File: src/rtl/bsg_manycore_vcache_dma_arb_pkg.sv
`default_nettype none
// ============================================================================
// Package  : bsg_manycore_vcache_dma_arb_pkg
// Purpose  : Shared helpers for the vcache DMA arbiter: DMA packet field
//            position and a clog2 that stays at least 1 bit wide.
// Revision : 1.0 - initial release
// ============================================================================
package bsg_manycore_vcache_dma_arb_pkg;

    // clog2 that never collapses to a zero-width vector for n <= 1.
    function automatic int safe_clog2(input int n);
        return (n <= 1) ? 1 : $clog2(n);
    endfunction

    // The write_not_read flag sits in the MSB of a DMA packet.
    function automatic int wnr_bit(input int pkt_width);
        return pkt_width - 1;
    endfunction

endpackage
`default_nettype wire

File: src/rtl/bsg_manycore_vcache_dma_order_fifo.sv
`default_nettype none
// ============================================================================
// Module   : bsg_manycore_vcache_dma_order_fifo
// Purpose  : Small FIFO of cache ids recording the order in which bursts were
//            issued downstream. A push while full is dropped even when a pop
//            happens in the same cycle; callers only push when not full.
// Ports    : i_clk, i_rst_n (async active-low), i_push/i_id, i_pop,
//            o_head (oldest id), o_empty, o_full
// Revision : 1.0 - initial release
// ============================================================================
module bsg_manycore_vcache_dma_order_fifo
    import bsg_manycore_vcache_dma_arb_pkg::*;
#(
    parameter int ELS      = 4,
    parameter int ID_WIDTH = 2
) (
    input  logic                i_clk,
    input  logic                i_rst_n,
    input  logic                i_push,
    input  logic [ID_WIDTH-1:0] i_id,
    input  logic                i_pop,
    output logic [ID_WIDTH-1:0] o_head,
    output logic                o_empty,
    output logic                o_full
);

    localparam int c_PTR_W = safe_clog2(ELS);
    localparam int c_CNT_W = $clog2(ELS + 1);
    localparam logic [c_PTR_W-1:0] c_LAST_PTR = c_PTR_W'(ELS - 1);
    localparam logic [c_CNT_W-1:0] c_FULL_CNT = c_CNT_W'(ELS);

    logic [ID_WIDTH-1:0] r_mem [ELS];
    logic [c_PTR_W-1:0]  r_wr_ptr;
    logic [c_PTR_W-1:0]  r_rd_ptr;
    logic [c_CNT_W-1:0]  r_count;
    logic                w_push;
    logic                w_pop;

    assign o_empty = (r_count == '0);
    assign o_full  = (r_count == c_FULL_CNT);
    assign o_head  = r_mem[r_rd_ptr];

    assign w_push = i_push & ~o_full;
    assign w_pop  = i_pop  & ~o_empty;

    always_ff @(posedge i_clk or negedge i_rst_n) begin
        if (!i_rst_n) begin
            r_wr_ptr <= '0;
            r_rd_ptr <= '0;
            r_count  <= '0;
        end else begin
            if (w_push) begin
                r_wr_ptr <= (r_wr_ptr == c_LAST_PTR) ? '0 : r_wr_ptr + 1'b1;
            end
            if (w_pop) begin
                r_rd_ptr <= (r_rd_ptr == c_LAST_PTR) ? '0 : r_rd_ptr + 1'b1;
            end
            case ({w_push, w_pop})
                2'b10:   r_count <= r_count + 1'b1;
                2'b01:   r_count <= r_count - 1'b1;
                default: r_count <= r_count;
            endcase
        end
    end

    // Storage carries no reset: the pointers and count define validity.
    always_ff @(posedge i_clk) begin
        if (w_push) begin
            r_mem[r_wr_ptr] <= i_id;
        end
    end

endmodule
`default_nettype wire

File: src/rtl/bsg_manycore_vcache_dma_arbiter.sv
`default_nettype none
// ============================================================================
// Module   : bsg_manycore_vcache_dma_arbiter
// Purpose  : Shares one DMA channel among num_caches_p non-blocking vcaches.
//            Packets are granted round-robin; the id of every accepted burst
//            is queued (reads and writes separately) so that returning fill
//            data and outgoing evict data are steered to/from the right cache.
// Ports    : clk_i, reset_n_i (async active-low)
//            dma_pkt_i/_v_i/_yumi_o      per-cache request packets
//            dma_data_o/_v_o/_ready_i    fill data to caches
//            dma_data_i/_v_i/_yumi_o     evict data from caches
//            mem_pkt_o/_v_o/_yumi_i      shared downstream packet channel
//            mem_data_i/_v_i/_ready_o    shared downstream fill channel
//            mem_data_o/_v_o/_yumi_i     shared downstream evict channel
// Revision : 1.0 - initial release
// ============================================================================
module bsg_manycore_vcache_dma_arbiter
    import bsg_manycore_vcache_dma_arb_pkg::*;
#(
    parameter int num_caches_p          = 4,
    parameter int data_width_p          = 32,
    parameter int dma_pkt_width_p       = 32,
    parameter int block_size_in_words_p = 8,
    parameter int order_fifo_els_p      = 4
) (
    input  logic                                  clk_i,
    input  logic                                  reset_n_i,

    input  logic [num_caches_p*dma_pkt_width_p-1:0] dma_pkt_i,
    input  logic [num_caches_p-1:0]               dma_pkt_v_i,
    output logic [num_caches_p-1:0]               dma_pkt_yumi_o,

    output logic [data_width_p-1:0]               dma_data_o,
    output logic [num_caches_p-1:0]               dma_data_v_o,
    input  logic [num_caches_p-1:0]               dma_data_ready_i,

    input  logic [num_caches_p*data_width_p-1:0]  dma_data_i,
    input  logic [num_caches_p-1:0]               dma_data_v_i,
    output logic [num_caches_p-1:0]               dma_data_yumi_o,

    output logic [dma_pkt_width_p-1:0]            mem_pkt_o,
    output logic                                  mem_pkt_v_o,
    input  logic                                  mem_pkt_yumi_i,

    input  logic [data_width_p-1:0]               mem_data_i,
    input  logic                                  mem_data_v_i,
    output logic                                  mem_data_ready_o,

    output logic [data_width_p-1:0]               mem_data_o,
    output logic                                  mem_data_v_o,
    input  logic                                  mem_data_yumi_i
);

    localparam int c_ID_W  = safe_clog2(num_caches_p);
    localparam int c_CNT_W = safe_clog2(block_size_in_words_p);
    localparam int c_WNR   = wnr_bit(dma_pkt_width_p);
    localparam logic [c_CNT_W-1:0] c_LAST_BEAT = c_CNT_W'(block_size_in_words_p - 1);
    localparam logic [c_ID_W-1:0]  c_LAST_ID   = c_ID_W'(num_caches_p - 1);

    logic [dma_pkt_width_p-1:0] w_pkt      [num_caches_p];
    logic [data_width_p-1:0]    w_evict    [num_caches_p];
    logic [num_caches_p-1:0]    w_elig;

    logic [c_ID_W-1:0]  r_rr_ptr;
    logic [c_ID_W-1:0]  w_sel;
    logic               w_any;
    logic               w_accept;
    logic               w_sel_wnr;

    logic [c_ID_W-1:0]  w_rd_head;
    logic               w_rd_empty;
    logic               w_rd_full;
    logic [c_ID_W-1:0]  w_wr_head;
    logic               w_wr_empty;
    logic               w_wr_full;

    logic [c_CNT_W-1:0] r_fill_cnt;
    logic [c_CNT_W-1:0] r_evict_cnt;
    logic               w_fill_ready;
    logic               w_fill_beat;
    logic               w_fill_done;
    logic               w_evict_beat;
    logic               w_evict_done;

    // ------------------------------------------------------------------
    // Unpack the flat per-cache buses and decide eligibility: a cache may
    // only be granted if the order FIFO for its packet type has room.
    // ------------------------------------------------------------------
    for (genvar i = 0; i < num_caches_p; i++) begin : g_unpack
        assign w_pkt[i]   = dma_pkt_i[i*dma_pkt_width_p +: dma_pkt_width_p];
        assign w_evict[i] = dma_data_i[i*data_width_p +: data_width_p];
        assign w_elig[i]  = dma_pkt_v_i[i]
                          & (w_pkt[i][c_WNR] ? ~w_wr_full : ~w_rd_full);
    end

    // Round-robin: first eligible cache at or after the pointer. Scanning
    // from the far end lets the closest candidate win the last assignment.
    always_comb begin
        logic [c_ID_W-1:0] v_idx;
        w_any = 1'b0;
        w_sel = '0;
        v_idx = '0;
        for (int k = num_caches_p - 1; k >= 0; k--) begin
            v_idx = c_ID_W'((int'(r_rr_ptr) + k) % num_caches_p);
            if (w_elig[v_idx]) begin
                w_any = 1'b1;
                w_sel = v_idx;
            end
        end
    end

    assign w_accept  = w_any & mem_pkt_yumi_i;
    assign w_sel_wnr = w_pkt[w_sel][c_WNR];

    assign mem_pkt_o   = w_pkt[w_sel];
    assign mem_pkt_v_o = reset_n_i & w_any;

    always_comb begin
        dma_pkt_yumi_o = '0;
        if (reset_n_i && w_accept) begin
            dma_pkt_yumi_o[w_sel] = 1'b1;
        end
    end

    always_ff @(posedge clk_i or negedge reset_n_i) begin
        if (!reset_n_i) begin
            r_rr_ptr <= '0;
        end else if (w_accept) begin
            r_rr_ptr <= (w_sel == c_LAST_ID) ? '0 : w_sel + 1'b1;
        end
    end

    // ------------------------------------------------------------------
    // Outstanding-burst order tracking
    // ------------------------------------------------------------------
    bsg_manycore_vcache_dma_order_fifo #(
        .ELS      (order_fifo_els_p),
        .ID_WIDTH (c_ID_W)
    ) u_read_fifo (
        .i_clk   (clk_i),
        .i_rst_n (reset_n_i),
        .i_push  (w_accept & ~w_sel_wnr),
        .i_id    (w_sel),
        .i_pop   (w_fill_done),
        .o_head  (w_rd_head),
        .o_empty (w_rd_empty),
        .o_full  (w_rd_full)
    );

    bsg_manycore_vcache_dma_order_fifo #(
        .ELS      (order_fifo_els_p),
        .ID_WIDTH (c_ID_W)
    ) u_write_fifo (
        .i_clk   (clk_i),
        .i_rst_n (reset_n_i),
        .i_push  (w_accept & w_sel_wnr),
        .i_id    (w_sel),
        .i_pop   (w_evict_done),
        .o_head  (w_wr_head),
        .o_empty (w_wr_empty),
        .o_full  (w_wr_full)
    );

    // ------------------------------------------------------------------
    // Fill path: downstream data goes to the oldest outstanding reader.
    // With no read outstanding, ready stays low so stray data is not acked.
    // ------------------------------------------------------------------
    assign dma_data_o   = mem_data_i;
    assign w_fill_ready = ~w_rd_empty & dma_data_ready_i[w_rd_head];
    assign w_fill_beat  = mem_data_v_i & w_fill_ready;
    assign w_fill_done  = w_fill_beat & (r_fill_cnt == c_LAST_BEAT);

    assign mem_data_ready_o = reset_n_i & w_fill_ready;

    always_comb begin
        dma_data_v_o = '0;
        dma_data_v_o[w_rd_head] = reset_n_i & mem_data_v_i & ~w_rd_empty;
    end

    // ------------------------------------------------------------------
    // Evict path: data is taken from the oldest outstanding writer.
    // ------------------------------------------------------------------
    assign mem_data_o   = w_evict[w_wr_head];
    assign mem_data_v_o = reset_n_i & ~w_wr_empty & dma_data_v_i[w_wr_head];
    assign w_evict_beat = mem_data_yumi_i & ~w_wr_empty;
    assign w_evict_done = w_evict_beat & (r_evict_cnt == c_LAST_BEAT);

    always_comb begin
        dma_data_yumi_o = '0;
        dma_data_yumi_o[w_wr_head] = reset_n_i & mem_data_yumi_i;
    end

    // Beat counters for the burst currently at each FIFO head.
    always_ff @(posedge clk_i or negedge reset_n_i) begin
        if (!reset_n_i) begin
            r_fill_cnt  <= '0;
            r_evict_cnt <= '0;
        end else begin
            if (w_fill_beat) begin
                r_fill_cnt <= w_fill_done ? '0 : r_fill_cnt + 1'b1;
            end
            if (w_evict_beat) begin
                r_evict_cnt <= w_evict_done ? '0 : r_evict_cnt + 1'b1;
            end
        end
    end

endmodule
`default_nettype wire

File: config.mk
export PLATFORM = sky130hd
export DESIGN_NAME = bsg_manycore_vcache_dma_arbiter
export DESIGN_NICKNAME = d
export VERILOG_FILES = /design/src/rtl/bsg_manycore_vcache_dma_arb_pkg.sv /design/src/rtl/bsg_manycore_vcache_dma_order_fifo.sv /design/src/rtl/bsg_manycore_vcache_dma_arbiter.sv
export SDC_FILE = /design/constraint.sdc
export NUM_CORES = 1
export LEC_CHECK = 0
export BUFFER_PORTS_ARGS = -buffer_cell sky130_fd_sc_hd__buf_4
export CORE_AREA = 5 5 158 160
export CTS_CLUSTER_DIAMETER = 60
export CTS_CLUSTER_SIZE = 16
export DETAILED_ROUTE_END_ITERATION = 10
export DIE_AREA = 0 0 163 165
export SLEW_MARGIN = 40
export SYNTH_ARGS = -nofsm -noshare
export SYNTH_HDL_FRONTEND = slang
export SYNTH_SLANG_ARGS = --single-unit
File: constraint.sdc
create_clock -name clk_i -period 4.6 [get_ports clk_i]
set_clock_uncertainty 0.2 [all_clocks]
set_input_delay 0.46 -clock clk_i [delete_from_list [all_inputs] [get_ports clk_i]]
set_output_delay 0.46 -clock clk_i [all_outputs]
set_load 0.03 [all_outputs]
# After elaboration in Yosys (flattened, before gate mapping)
# Memories as Yosys holds them, arrays and structs flattened.
# Index checks and enable logic that the tools add are counted.
# totals
wordCells,140
romBits,0
n_memories,2
ff_bits,22
latchBits,0
ramBits,16
# mem_list
memory,depth,word_bits,read_ports,rd_ports_with_merged_regs,write_ports,line,text
u_read_fifo.r_mem,4,2,1,0,1,bsg_manycore_vcache_dma_order_fifo.sv:32,logic [ID_WIDTH-1:0] r_mem [ELS];
u_write_fifo.r_mem,4,2,1,0,1,bsg_manycore_vcache_dma_order_fifo.sv:32,
# op_classes
addsub,14
magnitude_cmp,12
div,0
multipliers,0
muxes,50
shifts,0
n_eq_ne,13
reduce_logical,8
bitwise,32
# ops
operator,count
32-bit binary-select mux with 2-bit select,2
32-bit two-way mux,4
1-bit bitwise AND,23
"2-bit by 3-bit less-than comparator with 1-bit output, second input constant",7
1-bit two-way mux,21
2-bit two-way mux,9
"2-bit == test, second input constant",7
"2-bit by 1-bit adder with 2-bit output, second input constant",6
"3-bit by 1-bit adder with 3-bit output, second input constant",4
1-bit binary-select mux with 2-bit select,6
"3-bit == test, second input constant",4
3-bit one-hot mux with 2 select lines,2
4-bit bitwise AND,2
1-bit demux with 2-bit select,3
"2-bit by 1-bit >= comparator with 1-bit output, second input constant",3
"3-bit >= comparator, second input constant",2
3-bit logical NOT,2
3-bit two-way mux,2
2-bit NOT with 3-bit output,2
"3-bit by 1-bit subtractor with 3-bit output, second input constant",2
1-bit NOT,5
"2-bit adder, second input constant",2
"2-bit by 1-bit == test with 1-bit output, second input constant",2
1-bit logical AND,4
other kinds (2),3

# Longest topological paths before layout
# depth
word_depth,19
mapped_depth,15
depth_no_buf,14

# Modules after synthesis
# A second synthesis with hierarchy kept.
# hier_totals
hier_cells,376
hier_area_um2,4469.3
# modules_own_cells
mod,n_inst,cells_per_inst,area_each_um2
bsg_manycore_vcache_dma_arbiter,1,276,2925.3
bsg_manycore_vcache_dma_order_fifo,2,50,772.0

# Worst setup path after synthesis
# OpenSTA, ideal clock, no wires.
# synth_timing
kind,input -> output
from,input port dma_pkt_i[31]
to,output port mem_pkt_o[22]
t_arrival_ps,2678
slack_ps,1262
stages,8
cell_sequence,or4b_1 nand4_1 a211oi_2 nor3_2 buf_2 buf_1 nand2_1 a31oi_1
# synth_via
elab_chain_len,12
elab_cells_between_ends,18
cone_classes,mux: 16; bitwise: 2
# synth_rtl
element,line,text
from (decl),bsg_manycore_vcache_dma_arbiter.sv:29,"input logic [num_caches_p*dma_pkt_width_p-1:0] dma_pkt_i,"
1-bit two-way mux *,bsg_manycore_vcache_dma_arbiter.sv:93,& (w_pkt[i][c_WNR] ? ~w_wr_full : ~w_rd_full);
1-bit bitwise AND *,bsg_manycore_vcache_dma_arbiter.sv:93,
1-bit binary-select mux with 2-bit select,bsg_manycore_vcache_dma_arbiter.sv:105,if (w_elig[v_idx]) begin
1-bit two-way mux (implied by the code),bsg_manycore_vcache_dma_arbiter.sv:105,
2-bit two-way mux (3 in series),bsg_manycore_vcache_dma_arbiter.sv:105,
2-bit two-way mux *,bsg_manycore_vcache_dma_arbiter.sv:105,
via u_read_fifo.i_id[1],bsg_manycore_vcache_dma_order_fifo.sv:20,"input logic [ID_WIDTH-1:0] i_id,"
2-bit NOT with 3-bit output (implied by the code) *,bsg_manycore_vcache_dma_arbiter.sv:115,assign mem_pkt_o = w_pkt[w_sel];
32-bit binary-select mux with 2-bit select *,bsg_manycore_vcache_dma_arbiter.sv:115,
32-bit two-way mux (implied by the code) * (2 in series),bsg_manycore_vcache_dma_arbiter.sv:115,
to (decl),bsg_manycore_vcache_dma_arbiter.sv:41,"output logic [dma_pkt_width_p-1:0] mem_pkt_o,"
# The timed path passes the listed nets; every way through them passes the cells marked *. The select of a mux whose other input is x is not followed.

# Final worst setup path
# layout_timing
from,register u_read_fifo.r_count[1]
to,output port mem_pkt_o[21]
# layout_via
elab_chain_len,14
elab_cells_between_ends,26
cone_classes,eq/ne: 1; mux: 19; bitwise: 6
# layout_rtl
element,line,text
from (decl),bsg_manycore_vcache_dma_order_fifo.sv:35,logic [c_CNT_W-1:0] r_count;
from (signal assigned),bsg_manycore_vcache_dma_order_fifo.sv:59,2'b10: r_count <= r_count + 1'b1;
from (signal assigned),bsg_manycore_vcache_dma_order_fifo.sv:60,2'b01: r_count <= r_count - 1'b1;
from (signal assigned),bsg_manycore_vcache_dma_order_fifo.sv:61,default: r_count <= r_count;
3-bit == test *,bsg_manycore_vcache_dma_order_fifo.sv:40,assign o_full = (r_count == c_FULL_CNT);
1-bit NOT *,bsg_manycore_vcache_dma_arbiter.sv:93,
1-bit two-way mux,bsg_manycore_vcache_dma_arbiter.sv:93,
1-bit bitwise AND,bsg_manycore_vcache_dma_arbiter.sv:93,
1-bit binary-select mux with 2-bit select,bsg_manycore_vcache_dma_arbiter.sv:105,
1-bit two-way mux (implied by the code),bsg_manycore_vcache_dma_arbiter.sv:105,
2-bit two-way mux (3 in series),bsg_manycore_vcache_dma_arbiter.sv:105,
2-bit two-way mux *,bsg_manycore_vcache_dma_arbiter.sv:105,
2-bit NOT with 3-bit output (implied by the code) *,bsg_manycore_vcache_dma_arbiter.sv:115,
32-bit binary-select mux with 2-bit select *,bsg_manycore_vcache_dma_arbiter.sv:115,
32-bit two-way mux (implied by the code) * (2 in series),bsg_manycore_vcache_dma_arbiter.sv:115,
# Mark *: on every way between the ends. The rest lies on a longest branch, timed or not. The select of a mux whose other input is x is not followed.

==> metrics.md <==
| Metric | Value |
|---|---|
| Status | finished clean |
| Sequential area share after synthesis | 24.0% |
| Unrepaired setup endpoints after global routing | no |
| Vias in the first global route | 5114 |
| Fmax | 250 MHz |
| Ys Warns | 0 |
| Layout cells sized above 1 | 53.9% |
| Top cell type by total area after synthesis | mux4_2 |
| Clk_lat worst skew | 0.28 ns |
| Mean Syn Cell Area | 8.98 µm² |
| Die W | 163 µm |
| Synth-to-Final Area Change | 67.9% |
| Nets | 1109 |
| Post-CTS Resized | 0 |
| Pwr Total | 5010 µW |
| Critical R2R Capture | u_read_fifo.r_count[2] |
| Post-synth ARST share | 57.9% |
| R2r worst-path depth | 13 |
| Final hold violations | 0 |
| Tcrit/Tclk final | 87.1% |
| Most frequent cells in the layout | buf_4 (358), nand2_1 (135), and3_1 (39) |
| PwrDens | 693 nW/µm² |
| Drt drc | 0 |
| Hold buffers post-CTS | 1 |
| Mapped Area | 4300 µm² |
| Clock Tree Buf Depth | 2 |
| Die ar. | 26900 µm² |
| Dpl cell area | 7020 µm² |
| Worst Path Required | 3.94 ns |
| Synth Flop Type | dfrtp_1 |
| Fin area | 7220 µm² |
| Routed vias/inst | 4.44 |
| Final wirelength | 21100 µm |
| Final HPWL DP | 18300 µm |
| Number of buffers added on ports | 351 |
| Root buf cell | clkbuf_16 |
| Worst setup path category | reg -> out |
| DRT iter0 DRCs | 182 |
| Mapped Nets | 806 |
| Post-synth EDFFs | 16 |
| Antenna violations before repair | 0 |
| Slew @ Worst Pin | 0.724 ns |
| Clk slew on worst S/H paths | 0.06 ns |
| Routability cong. | 0.791 |
| VDD IR-drop max | 0.350 mV |
| CTS tree | yes |
| Final ANT Viol Nets | 0 |
| Die H | 165 µm |
| GRT Resource Usage Total | 14.5% |
| First-pass GRT wire length | 29400 µm |
| Max H-tree Level | 2 |
| Via count | 4892 |
| Hold Path Class | reg -> reg |
| Gate Count Post-Synth | 479 |
| DR pass1 iterations | 4 |
| WL/cell | 19.2 µm |
| Gr ovfl total | 0 |
| Std cell rows | 56 |
| TNS Setup | 0 ns |
| IO Count | 416 |
| Crit start category | register |
| Synth top area share | 19.9% |
| Flop2flop setup slack | 1.06 ns |
| Clock buffer count from CTS | 5 |
| Max-slew violation count | 0 |
| Synth cell types | 55 |
| Synth area leaders | mux4_2 (20%), dfrtp_1 (13%), nand2_1 (12%), edfxtp_1 (11%), ha_1 (5.8%) |
| Sink Count | 38 |
| MaxCap Viol Count | 0 |
| Core outline area | 23300 µm² |
| Largest net degree at the start of global routing | 65 |
| Diode count | 0 |
| CP arrival | 3.35 ns |
| Rel. slew slack | 51.7% |
| Postcts setup bufs | 0 |
| Worst setup EP type | primary output |
| Leak Pwr | 0.00355 µW |
| Starting Density | 18.5% |
| Fillcell total | 2462 |
| Final Critical Period | 4.01 ns |
| Post-synthesis sequential element count | 38 |
| Setup violators final | 0 |
| Critical Path End | mem_pkt_o[21] |
| Worst flop-to-flop path startpoint | u_read_fifo.r_count[1] |
| Commonest non-fill, non-tap cell in the layout | buf_4 |
| CP max FO | 64 |
| Launch point of the critical path | u_read_fifo.r_count[1] |
==> sequential cells by signal, indices dropped and copies added (netlist names) <==
name and count:
u_write_fifo.r_mem 8, r_evict_cnt 3, u_write_fifo.r_count 3, u_read_fifo.r_mem 8
u_read_fifo.r_wr_ptr 2, r_rr_ptr 2, u_write_fifo.r_wr_ptr 2, u_read_fifo.r_count 3
u_write_fifo.r_rd_ptr 2, u_read_fifo.r_rd_ptr 2, r_fill_cnt 3
==> worst max-delay path, cell delays in order (launching register included) <==
cell,delay (ns)
dfrtp_1,0.41
or3b_1,0.54
o221a_1,0.34
a211oi_2,0.29
nor3_4,0.10
inv_2,0.07
buf_4,0.50
nand2_1,0.11
and3_1,0.20
a31oi_1,0.22
buf_4,0.21
==> routing by layer <==
metal,track usage (%),up-vias,wire (µm)
li1,-,2309,-
met1,13.5,2279,6870
met2,30.2,286,11700
met3,3.94,18,2120
met4,4.12,0,441
met5,0,-,0
==> cell usage after synthesis (3+ instances only) <==
library cell and instances:
inv_1 15, dfrtp_1 22, ha_1 20, buf_2 5
nand3_1 4, nand2b_1 4, mux2_2 4, o21ai_0 6
clkbuf_1 13, nand2_1 135, nor3_1 6, buf_4 33
mux4_2 38, buf_1 11, nor3b_1 3, nor2_1 8
a21o_1 5, edfxtp_1 16, and3_1 39, and2_1 10
xor2_1 4, nand4_1 5, a31oi_1 32
==> power by group <==
group | internal (µW) | total (µW) | switching, µW
Clock | 290 | 434 | 145
Combinational | 1570 | 3950 | 2380
Sequential | 503 | 620 | 118
Total | 2370 | 5010 | 2640
==> worst min-delay path by stage <==
stage / from / endpoint / slack, ns / depth (start not counted)
after floorplan: reset_n_i / r_evict_cnt[0] / -0.04 / 0
after global placement: reset_n_i / r_fill_cnt[0] / 0.19 / 1
after detailed placement: reset_n_i / r_fill_cnt[0] / 0.20 / 1
after CTS: r_evict_cnt[1] / r_evict_cnt[1] / 0.30 / 2
after global routing: r_fill_cnt[1] / r_fill_cnt[1] / 0.32 / 1
final: r_evict_cnt[1] / r_evict_cnt[1] / 0.29 / 2
==> cell type report <==
type | count | area (µm²) | share of cell area [%]
multi-input cells | 362 | 2840 | 39.4
well taps | 319 | 399 | 5.53
clock inverters | 2 | 38.8 | 0.537
clock buffers | 6 | 150 | 2.08
repair buffers | 359 | 2700 | 37.4
flip-flops and latches | 38 | 1030 | 14.3
inverters | 16 | 60.1 | 0.832
==> kinds of logic (layout without fill, tap and decap cells) <==
kind of cell               Yosys count  in the layout  share of synthesized area [%]
xor gates and xnor gates             6              6                           1.22
AOI/OAI and AO/OA                   61             61                           10.2
and+or+nand+nor                    226            226                           25.4
muxes                               47             47                           22.4
adders and majority gates           22             22                           6.75
buffers and inverters               79            383                           10.1
DFF                                 38             38                           24.0
==> metrics by stage <==
stage | util (%) | std cells | hold WS, ns | setup WS, ns
after floorplan | - | 479 | -0.0356 | 1.26
after global placement | 30.2 | 1093 | 0.193 | 0.882
after detailed placement | 30.2 | 1093 | 0.199 | 0.801
after CTS | 31.0 | 1102 | 0.298 | 0.498
after global routing | 31.0 | 1102 | 0.324 | 0.380
final | 31.0 | 1102 | 0.290 | 0.594
Power figures use the tool's default switching activity.
